## src/rtl/muldiv_iter.sv

```systemverilog
// Iterative RV32M/RV64M multiply/divide unit: radix-2 shift-add multiply and
// restoring divide on a shared hi/lo register pair, with start/busy/done/kill handshake.
module muldiv_iter #(
    parameter int unsigned XLEN = 32
) (
    input  logic            clk,
    input  logic            rst_n,
    input  logic            start,
    input  logic            kill,
    input  logic [2:0]      op,
    input  logic [XLEN-1:0] a,
    input  logic [XLEN-1:0] b,
    output logic            busy,
    output logic            done,
    output logic [XLEN-1:0] result
);

    localparam int unsigned CW = $clog2(XLEN + 1);

    typedef enum logic [1:0] {S_IDLE, S_RUN, S_FIX, S_DONE} state_t;

    state_t            r_state;
    logic [CW-1:0]     r_cnt;
    logic [2:0]        r_op;
    logic              r_sa, r_sb;
    logic [XLEN-1:0]   r_mb, r_hi, r_lo, r_result;
    logic              r_busy, r_done;

    logic              w_sgn_a, w_sgn_b, w_neg_a, w_neg_b;
    logic [XLEN-1:0]   w_mag_a, w_mag_b;
    logic              w_bzero, w_ovf, w_fast;
    logic [XLEN-1:0]   w_fast_res;
    logic [XLEN:0]     w_add, w_shift, w_diff;
    logic              w_ge;
    logic [2*XLEN-1:0] w_prod, w_prod_s;
    logic [XLEN-1:0]   w_quo, w_rem, w_fix_res;

    always_comb begin
        w_sgn_a = 1'b0;
        w_sgn_b = 1'b0;
        case (op)
            3'b000, 3'b001, 3'b100, 3'b110: begin w_sgn_a = 1'b1; w_sgn_b = 1'b1; end
            3'b010:                          w_sgn_a = 1'b1;
            default: ;
        endcase
    end

    // Sign flags record actual negativity, so FIX only negates where needed
    assign w_neg_a = w_sgn_a & a[XLEN-1];
    assign w_neg_b = w_sgn_b & b[XLEN-1];
    assign w_mag_a = w_neg_a ? ('0 - a) : a;
    assign w_mag_b = w_neg_b ? ('0 - b) : b;

    assign w_bzero    = (b == '0);
    assign w_ovf      = op[2] & ~op[0] & (a == {1'b1, {(XLEN-1){1'b0}}}) & (b == '1);
    assign w_fast     = op[2] & (w_bzero | w_ovf);
    assign w_fast_res = w_bzero ? (op[1] ? a : '1) : (op[1] ? '0 : a);

    // Multiply step: conditional add of |b| into hi, then shift {carry,hi,lo} right
    assign w_add   = {1'b0, r_hi} + (r_lo[0] ? {1'b0, r_mb} : '0);
    // Divide step: remainder in hi, dividend shifting out of lo, quotient shifting in
    assign w_shift = {r_hi, r_lo[XLEN-1]};
    assign w_diff  = w_shift - {1'b0, r_mb};
    assign w_ge    = w_shift[XLEN] | ~w_diff[XLEN];

    assign w_prod   = {r_hi, r_lo};
    assign w_prod_s = (r_sa ^ r_sb) ? ('0 - w_prod) : w_prod;
    assign w_quo    = (r_sa ^ r_sb) ? ('0 - r_lo) : r_lo;
    assign w_rem    = r_sa ? ('0 - r_hi) : r_hi;

    always_comb begin
        w_fix_res = w_rem;
        case (r_op)
            3'b000:                 w_fix_res = w_prod_s[XLEN-1:0];
            3'b001, 3'b010, 3'b011: w_fix_res = w_prod_s[2*XLEN-1:XLEN];
            3'b100, 3'b101:         w_fix_res = w_quo;
            default:                w_fix_res = w_rem;
        endcase
    end

    always_ff @(posedge clk or negedge rst_n) begin
        if (!rst_n) begin
            r_state  <= S_IDLE;
            r_cnt    <= '0;
            r_op     <= '0;
            r_sa     <= 1'b0;
            r_sb     <= 1'b0;
            r_mb     <= '0;
            r_hi     <= '0;
            r_lo     <= '0;
            r_result <= '0;
            r_busy   <= 1'b0;
            r_done   <= 1'b0;
        end else begin
            r_done <= 1'b0;
            if (kill) begin
                r_state <= S_IDLE;
                r_busy  <= 1'b0;
            end else begin
                case (r_state)
                    S_IDLE, S_DONE: begin
                        if (start) begin
                            r_op  <= op;
                            r_sa  <= w_neg_a;
                            r_sb  <= w_neg_b;
                            r_mb  <= w_mag_b;
                            r_hi  <= '0;
                            r_lo  <= w_mag_a;
                            r_cnt <= CW'(XLEN);
                            if (w_fast) begin
                                r_result <= w_fast_res;
                                r_state  <= S_DONE;
                                r_done   <= 1'b1;
                                r_busy   <= 1'b0;
                            end else begin
                                r_state <= S_RUN;
                                r_busy  <= 1'b1;
                            end
                        end else begin
                            r_state <= S_IDLE;
                            r_busy  <= 1'b0;
                        end
                    end
                    S_RUN: begin
                        if (r_op[2]) begin
                            r_hi <= w_ge ? w_diff[XLEN-1:0] : w_shift[XLEN-1:0];
                            r_lo <= {r_lo[XLEN-2:0], w_ge};
                        end else begin
                            r_hi <= w_add[XLEN:1];
                            r_lo <= {w_add[0], r_lo[XLEN-1:1]};
                        end
                        r_cnt <= r_cnt - 1'b1;
                        if (r_cnt == CW'(1))
                            r_state <= S_FIX;
                    end
                    S_FIX: begin
                        r_result <= w_fix_res;
                        r_state  <= S_DONE;
                        r_done   <= 1'b1;
                        r_busy   <= 1'b0;
                    end
                    default: r_state <= S_IDLE;
                endcase
            end
        end
    end

    assign busy   = r_busy;
    assign done   = r_done;
    assign result = r_result;

endmodule
```

## config.mk

```make
export PLATFORM = sky130hd
export DESIGN_NAME = muldiv_iter
export DESIGN_NICKNAME = d
export VERILOG_FILES = /design/src/rtl/muldiv_iter.sv
export SDC_FILE = /design/constraint.sdc
export NUM_CORES = 1
export LEC_CHECK = 0
export CAP_MARGIN = 20
export CELL_PAD_IN_SITES_DETAIL_PLACEMENT = 1
export CELL_PAD_IN_SITES_GLOBAL_PLACEMENT = 2
export CORE_MARGIN = 3
export CORE_UTILIZATION = 32
export CTS_CLUSTER_SIZE = 10
export DETAILED_ROUTE_END_ITERATION = 8
export PLACE_DENSITY = 0.79
export SETUP_SLACK_MARGIN = 0.5
export SLEW_MARGIN = 20
export SYNTH_ARGS = -nofsm -noshare
export SYNTH_HDL_FRONTEND = slang
export SYNTH_SLANG_ARGS = --single-unit
```

## constraint.sdc

```tcl
create_clock -name clk -period 3.7 [get_ports clk]
set_clock_uncertainty 0.2 [all_clocks]
set_input_delay 0.37 -clock clk [delete_from_list [all_inputs] [get_ports clk]]
set_output_delay 0.37 -clock clk [all_outputs]
set_load 0.05 [all_outputs]
```

==> impl_metrics.yaml <==
sta:
  worst_slack_ns: 0.2113
  fin_crit_ns: 3.489
  rsz0062_at_grt: "yes"
  slew_viol_final: 0
  period_share_pct: 94.29
  hold_slack_ns: 0.2470
  setup_viol: 0
  worst_slew_pin_slew_ns: 0.7473
  max-slew-margin-rel_pct: 50.18
  hold_viol: 0
  fmax_mhz: 286.6
flow_run:
  drv_cap: 0
route:
  first_pass_iters: 5
  ant_nets: 0
  vias_per_cell: 5.916
  drc: 0
  avgRoutedWirePerCell_um: 24.48
  wl_um: 68690
  vias: 16599
  drt-initial-drc-count: 1446
power:
  p_leak_nw: 8.257
  p_per_area_nw_per_um2: 995.2
  vdd_drop_max_mv: 0.4987
place:
  port_buffers: 104
  gp_congestion: 0.9512
  place_hpwl_um: 50980
  pre_cts_ws_ns: -0.1284
global_routing:
  grt_pass1_vias: 16643
  gr-total-overflow: 0
  grt_usage_pct: 27.38
  antenna_found_initial: 0
  grt_max_degree: 72
  grt_pass1_wl_um: 101800
finish:
  layout.nets: 2347
  fillers: 5398
  utilization_pct: 44.62
  drive_above_1_share_pct: 23.04
  area_growth_pct: 36.45
  diodes: 0
clock_network:
  clkTransAtPathRegs_ns: 0.08
  htreeDepth: 4
  cts_root_buf: "clkbuf_16"
  cts_inserted_buffers: 17
  worstSkewPairLatency_ns: 0.47
  cts_tree: "done"
  cts_num_sinks: 143
  clock_path_buffers: 2
worst_setup_path:
  critPathArrivalTime_ns: 3.65
  cp_top_family: "simple AND/OR/NAND/NOR gates"
  rrSetupSlack_ns: 0.21
  critPathSlowestCell: "dfrtp_2"
  crit_buf_inv: 3
  cpPeakStageDelay_ns: 0.47
  crit_top_cell: "nor4_4"
  crit_chain: "and2_1 -> ha_2 -> inv_2 -> fa_2 -> nor2b_4 -> o31ai_4 -> a31oi_4 -> buf_6 -> nor4_4 -> buf_4 -> nor4_4 -> or2_1 -> or4_1 -> and4_1 -> a22o_1"
  r2r_end: "r_hi[25]"
  r2r_cells: 15
  worstReg2RegStart: "r_lo[0]"
  path_max_fanout: 5
  start_kind: "flip-flop"
  crit_required_ns: 3.86
  worstSetupEndpointType: "flip-flop"
  timing_worst_setup_path_type: "reg2reg"
  path_depth: 15
synth:
  yosysTopAreaCellShare_pct: 24.48
  syn-cell-area_um2: 14620
  synthCells: 1964
  yosys_warnings: 0
  synth_most_common_cell: "nand2_1"
  synth_top_cell_by_area: "dfrtp_1"
  yosys-top-cells-area: "dfrtp_1 (24%), o21ai_0 (8.2%), ha_1 (6.2%), nand2_1 (6.2%), xnor2_1 (5.5%)"
  syn-num-nets: 2110
  ys_top_cells_by_count: "nand2_1 (241), o21ai_0 (239), nor2_1 (164), a21oi_1 (143), dfrtp_1 (143)"
  synth_ff_type: "dfrtp_1"
  ys_seq_area_share_pct: 24.48
  avgSynthCellArea_um2: 7.443
  synth-edff-count: 0
  ys_seq_elements: 143
  synth_cell_types: 82
  async_reset_ff_share_pct: 100.0
die:
  dieArea_um2: 48280
  num_rows: 77
  ios: 105
  die_h_um: 219.7
  core_area_um2: 44700
  dieWidth_um: 219.7
  start_util_pct: 32.70
worst_hold_path:
  worstHoldPathType: "in2async"
run_status:
  status: "completed"
-- how the worst max path moves through the flow --
stage,endpoint,from,slack (ns)
floorplan,r_hi[31],r_lo[0],0.39
global route,r_hi[25],r_lo[0],0.10
CTS,r_hi[25],r_lo[0],0.31
global placement,r_hi[29],r_lo[0],0.04
finish,r_hi[25],r_lo[0],0.21
detailed placement,r_hi[31],r_lo[0],-0.13
-- through the flow --
step                      instances  total power [mW]  setup TNS, ns  area, um^2
after CTS                      2781             18.28              0       18840
after detailed placement       2709             15.48        -0.1789       17350
final                          2806             19.85              0       19950
after global placement         2709             15.17              0       17350
after floorplan                1964             10.77              0       14640
after global routing           2806             21.05              0       19950
-- cells by family (layout without fill, tap and decap cells) --
group / count (synthesis) / after routing / synth area share [%]
and+or+nand+nor: 653 / 654 / 21.33
buffers and inverters: 199 / 448 / 5.196
DFF: 143 / 143 / 24.48
muxes: 45 / 45 / 3.081
adders and majority gates: 103 / 103 / 8.440
AOI/OAI and AO/OA: 649 / 649 / 27.17
xor gates and xnor gates: 172 / 172 / 10.31
-- routing by layer --
| layer | share of wire (%) | up-vias | global-route usage, % |
|---|---|---|---|
| met4 | 2.5 | 0 | 7.813 |
| met5 | 0 | - | 0 |
| met3 | 5.5 | 111 | 4.385 |
| met1 | 46 | 8368 | 39.05 |
| met2 | 46 | 533 | 42.74 |
| li1 | - | 7587 | - |
-- placed cells by master, fill, tap and decap left out, drive strengths merged, types with 31 or more instances in the layout --
cell type / Yosys / routed
dfrtp: 143 / 143
a21oi: 143 / 143
nand2: 241 / 241
buf: 15 / 237
clkdlybuf4s50: 0 / 102
xor2: 80 / 80
ha: 73 / 73
nor3: 54 / 54
o21ai: 253 / 253
xnor2: 92 / 92
o31ai: 31 / 31
nor2: 165 / 165
a21o: 36 / 36
inv: 71 / 72
mux2i: 45 / 45
-- what timing repair did --
item                                    in CTS  in global routing
buffers inserted                            35                 24
pin swaps                                   81                106
endpoints found under the setup margin      54                 68
hold buffers                                 1                  0
hold endpoints to repair                    46                  0
resized for setup                          140                217
gates cloned                                 4                  1
-- area by class of cell --
cell class | instances | area [um^2] | area share [%]
Clock inverter | 12 | 135.1 | 0.6775
Clock buffer | 20 | 456.7 | 2.290
Sequential cell | 143 | 3585 | 17.97
Inverter | 73 | 280.3 | 1.405
Tap cell | 592 | 740.7 | 3.714
Multi-Input combinational cell | 1623 | 11650 | 58.40
Timing Repair inverter | 1 | 7.507 | 0.03764
Timing Repair Buffer | 342 | 3093 | 15.51
-- report_power, final --
group / internal, mW / switching, mW / total (mW)
Clock: 1.03 / 0.809 / 1.84
Combinational: 5.68 / 9.14 / 14.8
Sequential: 2.21 / 0.989 / 3.20
-- registers in the layout, indices dropped and copies added, names as in the netlist --
signal,cells
busy,1
done,1
r_cnt,6
r_hi,32
r_lo,32
r_mb,32
r_op,3
r_sa,1
r_sb,1
r_state,2
result,32
Note: power is estimated with default switching activity, not from simulation.
